<file path="src/rtl/regfile_wb_arbiter.sv">
`default_nettype none
// ============================================================================
// Module      : regfile_wb_arbiter
// Description : Shares the single regfile write port between the in-order
//               pipeline writeback (P, absolute priority) and the long-latency
//               unit (L). Losing L results wait in a small circular buffer.
//               The buffer is visible to two bypass lookup ports. A starvation
//               counter raises stall_req so that buffered L results can drain.
// Revision    : 1.0 - initial release
// ============================================================================
module regfile_wb_arbiter #(
    parameter int ADDR_W       = 5,
    parameter int DATA_W       = 32,
    parameter int BUF_DEPTH    = 2,
    parameter int STARVE_LIMIT = 4
) (
    input  logic                         clk,
    input  logic                         rst,
    input  logic                         p_valid,
    input  logic [ADDR_W-1:0]            p_addr,
    input  logic [DATA_W-1:0]            p_data,
    input  logic                         l_valid,
    output logic                         l_ready,
    input  logic [ADDR_W-1:0]            l_addr,
    input  logic [DATA_W-1:0]            l_data,
    output logic                         we,
    output logic [ADDR_W-1:0]            waddr,
    output logic [DATA_W-1:0]            wdata,
    input  logic [ADDR_W-1:0]            q_addr1,
    output logic                         q_hit1,
    output logic [DATA_W-1:0]            q_data1,
    input  logic [ADDR_W-1:0]            q_addr2,
    output logic                         q_hit2,
    output logic [DATA_W-1:0]            q_data2,
    output logic                         stall_req,
    output logic [$clog2(BUF_DEPTH):0]   buf_count
);

    localparam int c_PTR_W = $clog2(BUF_DEPTH);
    localparam int c_CNT_W = c_PTR_W + 1;
    localparam int c_STV_W = $clog2(STARVE_LIMIT + 1);
    localparam logic [c_CNT_W-1:0] c_FULL    = c_CNT_W'(BUF_DEPTH);
    localparam logic [c_STV_W-1:0] c_STV_MAX = c_STV_W'(STARVE_LIMIT);

    // Buffer storage: vld is separate so killed entries keep their slot.
    logic [BUF_DEPTH-1:0] r_vld;
    logic [ADDR_W-1:0]    r_addr [BUF_DEPTH];
    logic [DATA_W-1:0]    r_data [BUF_DEPTH];
    logic [c_PTR_W-1:0]   r_head;
    logic [c_PTR_W-1:0]   r_tail;
    logic [c_CNT_W-1:0]   r_count;
    logic [c_STV_W-1:0]   r_starve;
    logic                 r_stall;

    logic                 w_empty;
    logic                 w_head_vld;
    logic                 w_pop;
    logic                 w_l_ready;
    logic                 w_l_acc;
    logic                 w_l_zero;
    logic                 w_p_kill;
    logic                 w_l_kill;
    logic                 w_bypass;
    logic                 w_enq;
    logic [c_CNT_W-1:0]   w_count_nxt;
    logic [c_STV_W-1:0]   w_starve_nxt;

    // Arbitration decisions, L handshake and next-state values for counters.
    always_comb begin
        w_empty    = (r_count == '0);
        w_head_vld = !w_empty && r_vld[r_head];
        // A valid head pops only when P is idle; a killed head pops regardless.
        w_pop      = !w_empty && (!p_valid || !r_vld[r_head]);
        w_l_ready  = !rst && ((r_count < c_FULL) || w_pop);
        w_l_acc    = l_valid && w_l_ready;
        w_l_zero   = (l_addr == '0);
        w_p_kill   = p_valid && (p_addr != '0);
        // P is younger than an L accepted in the same cycle, so P overrides it.
        w_l_kill   = w_p_kill && (p_addr == l_addr);
        w_bypass   = w_l_acc && !w_l_zero && !p_valid && w_empty;
        w_enq      = w_l_acc && !w_l_zero && !w_bypass;

        w_count_nxt = r_count + c_CNT_W'(w_enq) - c_CNT_W'(w_pop);

        w_starve_nxt = r_starve;
        if (w_pop || w_empty) begin
            w_starve_nxt = '0;
        end else if (p_valid && w_head_vld && (r_starve != c_STV_MAX)) begin
            w_starve_nxt = r_starve + c_STV_W'(1);
        end
    end

    // Write port mux: P, then buffered head, then direct L bypass.
    always_comb begin
        we    = 1'b0;
        waddr = '0;
        wdata = '0;
        if (!rst) begin
            if (p_valid) begin
                we    = 1'b1;
                waddr = p_addr;
                wdata = p_data;
            end else if (w_head_vld) begin
                we    = 1'b1;
                waddr = r_addr[r_head];
                wdata = r_data[r_head];
            end else if (w_bypass) begin
                we    = 1'b1;
                waddr = l_addr;
                wdata = l_data;
            end
        end
    end

    // Bypass lookups: walk oldest to youngest so the youngest match wins.
    always_comb begin
        logic [c_PTR_W-1:0] w_idx;
        w_idx   = '0;
        q_hit1  = 1'b0;
        q_data1 = '0;
        q_hit2  = 1'b0;
        q_data2 = '0;
        for (int i = 0; i < BUF_DEPTH; i++) begin
            w_idx = r_head + c_PTR_W'(i);
            if (!rst && (c_CNT_W'(i) < r_count) && r_vld[w_idx]) begin
                if ((q_addr1 != '0) && (r_addr[w_idx] == q_addr1)) begin
                    q_hit1  = 1'b1;
                    q_data1 = r_data[w_idx];
                end
                if ((q_addr2 != '0) && (r_addr[w_idx] == q_addr2)) begin
                    q_hit2  = 1'b1;
                    q_data2 = r_data[w_idx];
                end
            end
        end
    end

    // Control state: pointers, occupancy, valid bits, starvation and stall.
    always_ff @(posedge clk) begin
        if (rst) begin
            r_head   <= '0;
            r_tail   <= '0;
            r_count  <= '0;
            r_vld    <= '0;
            r_starve <= '0;
            r_stall  <= 1'b0;
        end else begin
            for (int i = 0; i < BUF_DEPTH; i++) begin
                if ((w_pop && (r_head == c_PTR_W'(i))) ||
                    (w_p_kill && (r_addr[i] == p_addr))) begin
                    r_vld[i] <= 1'b0;
                end
            end
            // Enqueue comes last so a full-buffer pop+push into the same slot keeps the new entry.
            if (w_enq) begin
                r_vld[r_tail] <= !w_l_kill;
                r_tail        <= r_tail + c_PTR_W'(1);
            end
            if (w_pop) begin
                r_head <= r_head + c_PTR_W'(1);
            end
            r_count  <= w_count_nxt;
            r_starve <= w_starve_nxt;
            r_stall  <= (w_starve_nxt >= c_STV_MAX) && (w_count_nxt != '0);
        end
    end

    // Payload storage needs no reset; occupancy is governed by r_vld/r_count.
    always_ff @(posedge clk) begin
        if (w_enq) begin
            r_addr[r_tail] <= l_addr;
            r_data[r_tail] <= l_data;
        end
    end

    assign l_ready   = w_l_ready;
    assign stall_req = r_stall;
    assign buf_count = r_count;

`ifndef SYNTHESIS
    // The pipeline must hold writeback while a stall is requested.
    a_no_p_during_stall: assert property (@(posedge clk) disable iff (rst) !(p_valid && stall_req));
`endif

endmodule
`default_nettype wire

</file>
<file path="config.mk">
export PLATFORM = sky130hd
export DESIGN_NAME = regfile_wb_arbiter
export DESIGN_NICKNAME = d
export VERILOG_FILES = /design/src/rtl/regfile_wb_arbiter.sv
export SDC_FILE = /design/constraint.sdc
export NUM_CORES = 1
export LEC_CHECK = 0
export CAP_MARGIN = 20
export CORE_ASPECT_RATIO = 0.75
export CORE_MARGIN = 2
export CORE_UTILIZATION = 43
export CTS_CLUSTER_SIZE = 8
export DETAILED_ROUTE_END_ITERATION = 12
export GPL_ROUTABILITY_DRIVEN = 0
export MAX_ROUTING_LAYER = met4
export PLACE_DENSITY = 0.78
export SYNTH_ARGS = -nofsm -noshare
export SYNTH_HDL_FRONTEND = slang
export SYNTH_SLANG_ARGS = --single-unit
</file>
<file path="constraint.sdc">
create_clock -name clk -period 4.3 [get_ports clk]
set_clock_uncertainty 0.1 [all_clocks]
set_input_delay 0.86 -clock clk [delete_from_list [all_inputs] [get_ports clk]]
set_output_delay 0.86 -clock clk [all_outputs]
set_load 0.01 [all_outputs]
</file>
# After elaboration in Yosys (flattened, before gate mapping)

Memory sizes are Yosys's and may differ from the RTL's. A register that Yosys moved wholly into a read port is not among the register bits.
Index checks and enable logic that the tools add are counted.

Flip-flop bits (word level): 10
Logic and storage cells: 122
Output and inout bits: 108
Memories: 2
Input bits: 88
Bits in writable memories: 74

Memory list:

| memory | words | width | read ports | clocked after Yosys merged registers in | wr ports | RTL line | text |
|---|---|---|---|---|---|---|---|
| r_data | 2     | 32    | 2          | 1                                       | 1        | 48       | `logic [DATA_W-1:0] r_data [BUF_DEPTH];` |
| r_addr | 2     | 5     | 4          | 1                                       | 1        | 47       | `logic [ADDR_W-1:0] r_addr [BUF_DEPTH];` |

Order comparisons: 8
Bitwise operators: 1
Reduce and logical (&&, ||, !) cells: 44
Add/subtract/negate cells: 5
Mux-type cells: 48
Equal/unequal tests: 8

Operators with widths:

| operator            | count |
|---|---|
| $mux 32             | 12 |
| $eq 5x5->1          | 7 |
| $mux 1              | 27 |
| $logic_and 1x1->1   | 26 |
| $mux 5              | 4 |
| $reduce_bool 5->1   | 3 |
| $logic_not 1->1     | 7 |
| $lt 1x2->1 const B  | 3 |
| $mux 3              | 2 |
| $logic_not 5->1     | 1 |
| $logic_or 1x1->1    | 5 |
| $lt 1x2->1 const A  | 2 |
| $add 3x1->3 const B | 1 |
| $ge 3x3->1 const B  | 1 |
| $ne 3x3->1 const B  | 1 |
| $add 1x1->1 const B | 2 |
| $add 2x1->2         | 1 |
| $bwmux 2            | 1 |
| $logic_not 2->1     | 1 |
| $lt 2x2->1 const B  | 1 |
| $mux 2              | 1 |
| $reduce_bool 2->1   | 1 |
| $sub 2x1->2         | 1 |
| $demux 1 s1         | 1 |
| 2 further kinds     | 2 |

# Longest topological paths before layout

Gate-level depths: netlist (run 1).

Depth in word-level cells: 17
Mapped depth: 11
Mapped depth without buffers: 10

# Least setup slack after synthesis (run 1)

No wires, ideal clock.

Path kind: input port to flip-flop
From: input rst
To: register r_vld[0]
Path slack: 158 ps
Cell stages on the path: 5
Setup time: 118 ps
Arrival time: 3,925 ps
Required time: 4,082 ps
Path buffers: 1
Path through: clkbuf_1 > a31o_2 > nor4_2 > nor2_1 > a32o_1

Cells in the longest elaborated chain, start to end: 9

Ends and longest elaborated chain:

| what                            | RTL line | text |
|---|---|---|
| from (decl)                     | 18       | `input logic rst,` |
| $logic_not 1->1                 | 74       | `w_l_ready = !rst && ((r_count < c_FULL) \|\| w_pop);` |
| $logic_and 1x1->1               | 74       |  |
| $logic_and 1x1->1               | 75       | `w_l_acc = l_valid && w_l_ready;` |
| $logic_and 1x1->1               | 80, 81   |  |
| $logic_and 1x1->1 (2 in a row)  | 80       | `w_bypass = w_l_acc && !w_l_zero && !p_valid && w_empty;` |
| $logic_not 1->1                 | 81       | `w_enq = w_l_acc && !w_l_zero && !w_bypass;` |
| $logic_and 1x1->1               | 81       |  |
| $mux 2                          | 155      | `if (w_enq) begin` |
| to (signal, indexed assignment) | 156      | `r_vld[r_tail] <= !w_l_kill;` |
| to (decl)                       | 46       | `logic [BUF_DEPTH-1:0] r_vld;` |

Several ways; a longest one is shown, not always the timed one.
A chain may end at the register's enable or synchronous reset.

# Final worst setup path (run 1)

From: input l_addr[0]
To: output waddr[4]

Cells in the longest elaborated chain, start to end: 9

Ends and longest elaborated chain:

| what                           | RTL line | text |
|---|---|---|
| from (decl)                    | 24       | `input logic [ADDR_W-1:0] l_addr,` |
| $logic_not 5->1                | 76       | `w_l_zero = (l_addr == '0);` |
| $logic_not 1->1                | 80       |  |
| $logic_and 1x1->1 (3 in a row) | 80       |  |
| $mux 5                         | 107      | `end else if (w_bypass) begin` |
| $mux 5                         | 103      | `end else if (w_head_vld) begin` |
| $mux 5                         | 99       | `if (p_valid) begin` |
| $mux 5                         | 98       | `if (!rst) begin` |
| to (decl)                      | 27       | `output logic [ADDR_W-1:0] waddr,` |

Every way passes these cells.

==> results by stage, run 1 <==
Cells and area:
- Of the cells placed in the final design, the portion with a size suffix greater than 1 is 0.159.
- The library cells used most frequently in the layout, excluding fill and tap cells, are sky130_fd_sc_hd__clkdlybuf4s50_1, sky130_fd_sc_hd__mux2i_1, sky130_fd_sc_hd__edfxtp_1, sky130_fd_sc_hd__nand3_1, sky130_fd_sc_hd__buf_4.
- The number of antenna repair diodes is 0.
- Once layout is done, the placed cells without fillers occupy roughly 9000 um^2.
- The leading cell type in the layout, fill and taps excluded is sky130_fd_sc_hd__clkdlybuf4s50_1.
- The layout net count is between 800 and 900.
- Fill cells in the final layout number 1152.
- The finished layout holds a little under 1000 standard cells, fillers aside.
- The post-synthesis to final-layout area growth is 45.2%.

Floorplan:
- The initial core utilization is 0.435.
- The total number of placement rows is 38.
- The floorplan step defined a die boundary enclosing between 15000 and 20000 um^2.
- In this run the vertical extent of the chip is between 100 and 150 um.
- The placeable core region is 14300 um^2.
- The die outline width is between 100 and 150 um.
- For this design the top-level I/O count stands at 196.

Clocking:
- In this run, post-CTS hold repair placed 0 buffers.
- The clock tree synthesis step divided the H-tree into 3 levels.
- Clock-pin slew was measured on the worst setup and hold paths at 60 ps.
- The latest clock arrival within the worst-skew pair is between 300 and 400 ps.
- CTS placed an instance of sky130_fd_sc_hd__clkbuf_16 at the clock tree root.
- For this design, the sink count on the clock tree is 85.
- The clock tree from TritonCTS is yes.
- The clock passes through at most 2 buffers.
- Counting the buffers created by CTS gives 9.

Timing:
- The post-layout minimum cycle time is roughly 4200 ps.
- The total count of max-transition violations in the final report came to 0.
- The maximum achievable frequency is between 0.2 and 0.25 GHz.
- Measured against its own limit, the worst slew margin works out to 0.322.
- Summed over all failing endpoints, the final setup total negative slack is 0 ps.
- The final number of hold-violating endpoints is 0.
- The slew of the pin with the lowest slew margin is about 1000 ps.
- The least setup slack across all paths after layout is roughly 62 ps.
- In the finished design, the share of the clock period the worst path needs comes to 0.986.
- The count of final setup violators is 0.

Global routing:
- For this run, the total global-route usage over all layers was measured as 0.254.
- Entering global routing, the biggest net connects between 70 and 80 pins.
- The number of global-route vias before repair was ~5800.
- The initial antenna violation count is 0.
- Summed over all layers, the global routing overflow is 0.
- The first global-routing pass estimated 30.0 mm of wire.

Synth:
- In this run the cell area of the synthesized design comes to 6230 um^2.
- Counting flops and latches in the post-synthesis netlist gives 85.
- The share of the yosys chip area belonging to registers is 0.392.
- sky130_fd_sc_hd__edfxtp_1 takes more of the synthesized area than any other cell.
- The fraction of post-synthesis cell area in the top cell type by area is 0.357.
- The cell count after synthesis came out at approximately 570.
- The mean instance size in the synthesized netlist is about 11 um^2.
- The synthesized netlist contains 41 unique library cells.
- Sorting the synthesized cells by area gives the leading types as sky130_fd_sc_hd__edfxtp_1, sky130_fd_sc_hd__mux2i_1, sky130_fd_sc_hd__mux2_2, sky130_fd_sc_hd__nand3_1, sky130_fd_sc_hd__a221oi_1.
- When the netlist entered floorplanning its net count stood at 665.
- During synthesis, Yosys emitted a total of 0 warnings.

Critical path:
- The number of cells on the worst reg-to-reg path is 4.
- In this design, the critical path's most frequently occurring cell is sky130_fd_sc_hd__clkdlybuf4s50_1.
- The type of origin of the critical path is a primary input.
- The critical-path cell with the highest stage delay is sky130_fd_sc_hd__or4_1.
- The required time of the critical path is approximately 3300 ps.
- The minimum setup slack among reg-to-reg paths is between 1000 and 1500 ps.
- The worst setup path is captured at an output port.
- The worst register-to-register path ends at r_data[1][6].
- The setup path with the least slack is of type primary input to output port.
- The largest stage delay on the critical path is 540 ps.
- The signal on the critical path passes through clkdlybuf4s50_1 > or4_1 > o21ai_2 > nor4_4 > buf_6 > buf_4 > a221o_1 > clkdlybuf4s50_1.
- The peak fanout along the critical path is 12.
- The data arrival at the endpoint of the critical path is 3280 ps.
- The origin of the critical flop-to-flop path is r_head.

Placed design:
- Detailed placement finished with a half-perimeter wire length of around 14 mm.
- Once placement completed, the tool counted placed cells totaling 965.
- The count of buffers added on input and output ports is roughly 200.
- The placed standard-cell area is 8550 um^2.
- At the placement stage, the worst setup path has a slack of -436 ps.

Hold path:
- The type of the most critical hold path is flip-flop to flip-flop.
- The instance count along the most critical hold path is 2.
- The worst hold endpoint is r_starve[1].
- The worst hold path begins at r_starve[1].

Power:
- Dividing total power by cell area gives a power density of between 300 and 400 nW/um^2.
- Across the VDD grid, the largest voltage drop is 235 uV.
- For this design the static power due to leakage is around 3.9 nW.

Detailed routing:
- The post-detailed-route DRC marker count is 0.
- The routed wire length is just under 20 mm.
- The ratio of routed vias to standard cells is about 5.8.
- The detailed-router iteration count before antenna repair is 7.
- The DRC violation total after the first TritonRoute iteration is ~320.
- The final antenna-violating net count is 0.
- The overall via count from detail_route is around 5700.
- The routed wirelength normalized by instance count is between 15 and 20 um.

Run:
- Max-cap violations in this run came to 0.

Status:
- The run finished with clean final reports.
## cell families after synthesis
kind of cell    count (synthesis)  synth area share
fa+ha+maj                       6            0.0121
flops                          85             0.392
xor+xnor                       40            0.0563
buf+inv                        54            0.0522
compound gates                 50            0.0679
mux                           140             0.241
simple gates                  196             0.178
## area by class of cell
cell class / count / area, um^2 / area share
inverters: 7 / 26.3 / 0.00291
multi-input cells: 432 / 3480 / 0.385
flip-flops and latches: 85 / 2440 / 0.270
well taps: 200 / 250 / 0.0277
clock inverters: 6 / 103 / 0.0113
clock buffers: 9 / 225 / 0.0249
repair buffers: 246 / 2510 / 0.278
## stage by stage
step | hold slack (ps) | power [mW] | util
after floorplan | 358 | 1.74 | -
after global placement | 369 | 2.07 | 0.596
after detailed placement | 409 | 2.10 | 0.597
after CTS | 418 | 2.97 | 0.621
after global routing | 447 | 3.09 | 0.632
final | 415 | 2.96 | 0.632
## report_power, final
group	total [mW]	switching, mW	internal (mW)
Clock	0.858	0.299	0.559
Sequential	1.03	0.0708	0.962
Combinational	1.06	0.565	0.499
Total	2.96	0.935	2.02
## worst max-delay path, delay by kind of cell
kind            cells  cell delay [ps]
compound gates      2              560
buf+inv             4             1250
simple gates        2              600
## worst max path at each step
stage                     startpoint  slack, ps         end
after floorplan                  rst        160    r_vld[0]
after global placement     l_addr[1]       -360   wdata[27]
after detailed placement   l_addr[1]       -440   wdata[15]
after CTS                  l_addr[0]          7    wdata[6]
after global routing      q_addr1[4]         -4  q_data1[5]
final                      l_addr[0]         60    waddr[4]
## layer usage
layer	global-route usage	routed length, um	vias to the layer above
met4	0.0736	211	0
met3	0.0505	1620	26
li1	-	-	2598
met1	0.325	8370	2752
met5	-	0	-
met2	0.411	9250	303
## synthesized netlist by cell type
cell / n
sky130_fd_sc_hd__mux2i_2: 2
sky130_fd_sc_hd__nand3_1: 63
sky130_fd_sc_hd__nand4_1: 6
sky130_fd_sc_hd__and4b_1: 1
sky130_fd_sc_hd__a221oi_1: 32
sky130_fd_sc_hd__buf_6: 14
sky130_fd_sc_hd__nor4_2: 1
sky130_fd_sc_hd__or2_2: 2
sky130_fd_sc_hd__xnor2_1: 30
sky130_fd_sc_hd__o21a_1: 1
sky130_fd_sc_hd__nor2_1: 25
sky130_fd_sc_hd__o21ai_0: 2
sky130_fd_sc_hd__nor4_4: 5
sky130_fd_sc_hd__mux2_2: 34
sky130_fd_sc_hd__a31oi_1: 1
sky130_fd_sc_hd__nor4_1: 5
sky130_fd_sc_hd__a221o_1: 5
sky130_fd_sc_hd__o21ai_2: 2
sky130_fd_sc_hd__xor2_1: 10
sky130_fd_sc_hd__nand2_1: 8
sky130_fd_sc_hd__or4_1: 4
sky130_fd_sc_hd__a21oi_1: 3
sky130_fd_sc_hd__dfxtp_1: 11
sky130_fd_sc_hd__mux2i_4: 4
sky130_fd_sc_hd__nor3_1: 39
sky130_fd_sc_hd__nor2b_1: 33
sky130_fd_sc_hd__ha_1: 6
sky130_fd_sc_hd__buf_4: 2
sky130_fd_sc_hd__clkbuf_1: 20
sky130_fd_sc_hd__a21boi_0: 1
sky130_fd_sc_hd__and2_1: 1
sky130_fd_sc_hd__edfxtp_1: 74
sky130_fd_sc_hd__nand4b_1: 1
sky130_fd_sc_hd__a31o_2: 1
sky130_fd_sc_hd__a32o_1: 2
sky130_fd_sc_hd__buf_2: 8
sky130_fd_sc_hd__nand3b_1: 1
sky130_fd_sc_hd__mux2i_1: 100
sky130_fd_sc_hd__inv_1: 7
sky130_fd_sc_hd__nor2_2: 1
sky130_fd_sc_hd__buf_1: 3
## sequential cells by signal (all words and copies together) (netlist names), named ones only
name	flops
buf_count	2
r_addr	10
r_data	64
r_head	1
r_starve	3
r_tail	1
r_vld	2
stall_req	1
## what timing repair did
action / in CTS / in global routing
pin swaps: 1 / 1
gates cloned: 0 / 1
resized for setup: 5 / 46
setup buffers: 2 / 2
setup endpoints to repair: 37 / 53
Note: power is estimated with default switching activity, not from simulation.
==> run 2: changes to the inputs <==
--- a/config.mk
+++ b/config.mk
@@ -5,15 +5,17 @@
 export SDC_FILE = /design/constraint.sdc
 export NUM_CORES = 1
 export LEC_CHECK = 0
+export ABC_AREA = 1
 export CAP_MARGIN = 20
 export CORE_ASPECT_RATIO = 0.75
 export CORE_MARGIN = 2
-export CORE_UTILIZATION = 43
+export CORE_UTILIZATION = 44
 export CTS_CLUSTER_SIZE = 8
 export DETAILED_ROUTE_END_ITERATION = 12
 export GPL_ROUTABILITY_DRIVEN = 0
 export MAX_ROUTING_LAYER = met4
 export PLACE_DENSITY = 0.78
+export SLEW_MARGIN = 0
 export SYNTH_ARGS = -nofsm -noshare
 export SYNTH_HDL_FRONTEND = slang
 export SYNTH_SLANG_ARGS = --single-unit
==> run 2 against run 1 <==
  * Sequential share of layout area shrank 0.57 points
  * Count of clock-buffer cells in the layout increased by 1
  * Critical path depth up 1
  * Sequential power hardly changed
  * Critical endpoint is now q_data2[7]
  * Via count increased by 26%
  * Combinational power up 26%
  * Sequential cell count unchanged
  * Maximum frequency increased by 6.3%
  * Register-to-register slack improved by 300 ps
==> results by stage, run 2 <==
Critical path:
- The number of cells on the worst reg-to-reg path is 15.
- The number of buffer and inverter instances along the worst setup path is 3.
- The slowest stage of the critical path belongs to the cell sky130_fd_sc_hd__clkdlybuf4s50_1.
- The type of origin of the critical path is a primary input.
- The source of the critical timing path is q_addr2[4].
- The dominant delay contributor by cell family on the critical path is buffers and inverters.
- The signal on the critical path passes through clkdlybuf4s50_1 > inv_1 > nand2_1 > nand2_1 > nand3b_2 > nor2_8 > nand2_1 > nand2_1 > clkdlybuf4s50_1.
- The origin of the critical flop-to-flop path is r_head.
- The startpoint-to-endpoint class of the critical path is primary input to output port.
- The capturing element of the worst setup path is q_data2[7].
- STA classifies the critical path endpoint as an output port.
- The minimum setup slack among reg-to-reg paths is roughly 1700 ps.
- The destination of the worst register-to-register timing path is stall_req.
- The required time of the critical path is ~3300 ps.
- Counting stages on the worst path, the most repeated cell is sky130_fd_sc_hd__nand2_1.
- For this run, the slowest stage of the critical path takes 580 ps.
- The data arrival at the endpoint of the critical path is roughly 3000 ps.
- The logic depth of the worst path, buffers included is 9.
- Along the worst path, the maximum fanout reaches 27.

Cells and area:
- The leading cell type in the layout, fill and taps excluded is sky130_fd_sc_hd__nand2_1.
- Leaving out filler cells and counting taps, the final layout contains roughly 1300.
- The number of antenna repair diodes is 0.
- For this run, the post-layout net count is approximately 1200.
- With fillers left out, the area of the finished cells amounts to between 9000 and 10000 um^2.
- The most flop-heavy register is r_data.
- In the final layout, the registers with the most flip-flops are r_data: 64 flops, r_addr: 10 flops, r_starve: 3 flops.
- In the final layout, the share of cells above drive strength 1 is 0.0963.
- In the layout the commonest cells are sky130_fd_sc_hd__nand2_1, sky130_fd_sc_hd__clkdlybuf4s50_1, sky130_fd_sc_hd__o21ai_0, sky130_fd_sc_hd__inv_1, sky130_fd_sc_hd__nand3_1.
- For this run, the share of the core covered by cells in the final layout is 0.609.
- The post-synthesis to final-layout area growth is 35.8%.
- The number of flip-flops under the largest register name is 64.

Clocking:
- In this run the number of H-tree levels came out at 3.
- The buffer cell driving the clock tree root is sky130_fd_sc_hd__clkbuf_16.
- The latest clock arrival within the worst-skew pair is around 350 ps.
- The number of setup buffers added after CTS is 0.
- Post-CTS repair changed the size of 0 cells.
- Clock-pin slew was measured on the worst setup and hold paths at around 60 ps.
- The total clock buffers created by CTS is 9.
- Hold repair after CTS inserted 0 buffers.
- Counting along the longest clock path gives a buffer depth of 2.
- The clock tree from TritonCTS is yes.
- The number of sinks on the clock net is between 80 and 90.

Placed design:
- The port buffer count is around 200.
- OpenSTA, run right after detailed placement, puts the worst setup slack at 320 ps.
- Detailed placement finished with a half-perimeter wire length of roughly 16 mm.
- The placed standard-cell area is 8940 um^2.
- The placed instance count is 1321.

Synth:
- The cell accounting for the most synthesized area is sky130_fd_sc_hd__edfxtp_1.
- Counting distinct cell types in the post-synthesis netlist gives 32.
- The mean instance size in the synthesized netlist is 7.11 um^2.
- The synthesized netlist occupies a cell area of between 6000 and 7000 um^2.
- Yosys attributes the largest share of cell area to sky130_fd_sc_hd__edfxtp_1, sky130_fd_sc_hd__nand2_1, sky130_fd_sc_hd__o21ai_0, sky130_fd_sc_hd__nand3_1, sky130_fd_sc_hd__inv_1.
- After synthesis, the share of flip-flops with an asynchronous set or reset is 0.
- During synthesis, Yosys emitted a total of 0 warnings.
- By count the netlist is led by sky130_fd_sc_hd__nand2_1, sky130_fd_sc_hd__o21ai_0, sky130_fd_sc_hd__inv_1.
- The count of flip-flops with a built-in enable after synthesis is 74.
- The synthesized flop and latch total is 85.
- When the netlist entered floorplanning its net count stood at 1050.
- sky130_fd_sc_hd__nand2_1 is the most common cell in the netlist.
- The post-synthesis cell count is 956.
- The share of the yosys chip area belonging to registers is 0.359.
- Of the post-synthesis cell area, the dominant cell type holds 0.327.
- The prevailing post-synth register cell is sky130_fd_sc_hd__edfxtp_1.

Detailed routing:
- The DRC violation total after the first TritonRoute iteration is around 520.
- Dividing the detail-routed via count by the number of cells gives 5.37.
- For this run, design rule violations remaining after detail routing come to 0.
- The routed wire length is around 22 mm.
- The overall via count from detail_route is slightly above 7000.
- For this run, the detailed router's first-pass iteration total came to 5.
- Dividing the detail-routed wire length by the instance count gives about 16 um.
- The count of nets left with antenna violations once routing finished came out at 0.

Run:
- Across the run, the number of max-cap violations was 0.

Floorplan:
- The total number of placement rows is 39.
- From left edge to right edge, the die measures ~150 um.
- The placeable core region is 15200 um^2.
- The full die area is approximately 16000 um^2.
- The vertical die dimension is about 110 um.
- For this configuration, the core starts out at a cell density of 0.448.
- For this design the top-level I/O count stands at around 200.

Timing:
- Setup repair after global routing left no endpoint under its margin.
- The worst hold slack is a little under 400 ps.
- The count of final setup violators is 0.
- The post-layout minimum cycle time is around 4000 ps.
- The least setup slack across all paths after layout is between 300 and 400 ps.
- The final number of hold-violating endpoints is 0.
- The final total negative setup slack is 0 ps.
- Static timing analysis puts the maximum clock frequency at between 0.2 and 0.3 GHz.
- The slew of the pin with the lowest slew margin is a little under 700 ps.
- Dividing the final minimum period by the clock period gives 0.927.
- The total count of max-transition violations in the final report is 0.
- The worst max-slew margin expressed relative to the limit is 0.540.

Status:
- The run finished with clean final reports.

Power:
- The maximum VDD drop is about 250 uV.
- The total power is 3.11 mW.
- Dividing total power by cell area gives a power density of 337 nW/um^2.
- In this run the static leakage power is about 3.9 nW.

Global routing:
- For this run, the total global-route usage over all layers was measured as 0.273.
- The number of global-route vias before repair is 6710.
- The first global-routing pass estimated approximately 35 mm of wire.
- Entering global routing, the biggest net connects 42 pins.
- Global routing finished with a remaining overflow of 0.
- The initial antenna violation count is 0.

Hold path:
- The path class of the tightest hold or removal check is flip-flop to flip-flop.
## run 2: cell type report
type,instances,area [um^2]
fill,1361,5940
multi-input combinational,708,3600
sequential,85,2440
timing repair buffer,224,2270
inverter,99,377
tap,205,256
clock buffer,10,229
clock inverter,6,62.6
## run 2: power by group
part | internal, mW | switching [mW] | total [mW]
sequential | 0.959 | 0.0450 | 1.00
combinational | 0.411 | 0.925 | 1.34
clock | 0.449 | 0.324 | 0.773
total | 1.82 | 1.29 | 3.11
## run 2: cells by family (layout without fill, tap and decap cells)
group,Yosys count,after routing,share of synthesized area
fa+ha+maj,6,6,0.0110
xor+xnor,17,17,0.0219
compound gates,173,173,0.128
simple gates,512,512,0.365
flops,85,85,0.359
buf+inv,163,339,0.114
## run 2: worst min-delay path by stage
| stage | endpoint | slack (ps) | cells past startpoint | startpoint |
|---|---|---|---|---|
| after floorplan | r_starve[1] | 350 | 2 | r_starve[1] |
| after global placement | r_starve[1] | 370 | 2 | r_starve[1] |
| after detailed placement | r_tail | 380 | 2 | r_tail |
| after CTS | r_tail | 390 | 2 | r_tail |
| after global routing | r_tail | 440 | 2 | r_tail |
| final | r_tail | 390 | 2 | r_tail |
## run 2: worst min-delay path: cells and delay by family, from the launching register on
family	cells	cell delay, ps
DFF	1	330
and+or+nand+nor	1	70
AOI/OAI and AO/OA	1	50
## run 2: per-layer routing
metal  GRT usage  vias to the layer above  share of wire
met5           -                        -              0
met2       0.423                      327           0.45
met4      0.0744                        0          0.016
li1            -                     3529              -
met1       0.367                     3292           0.45
met3      0.0553                       26          0.083
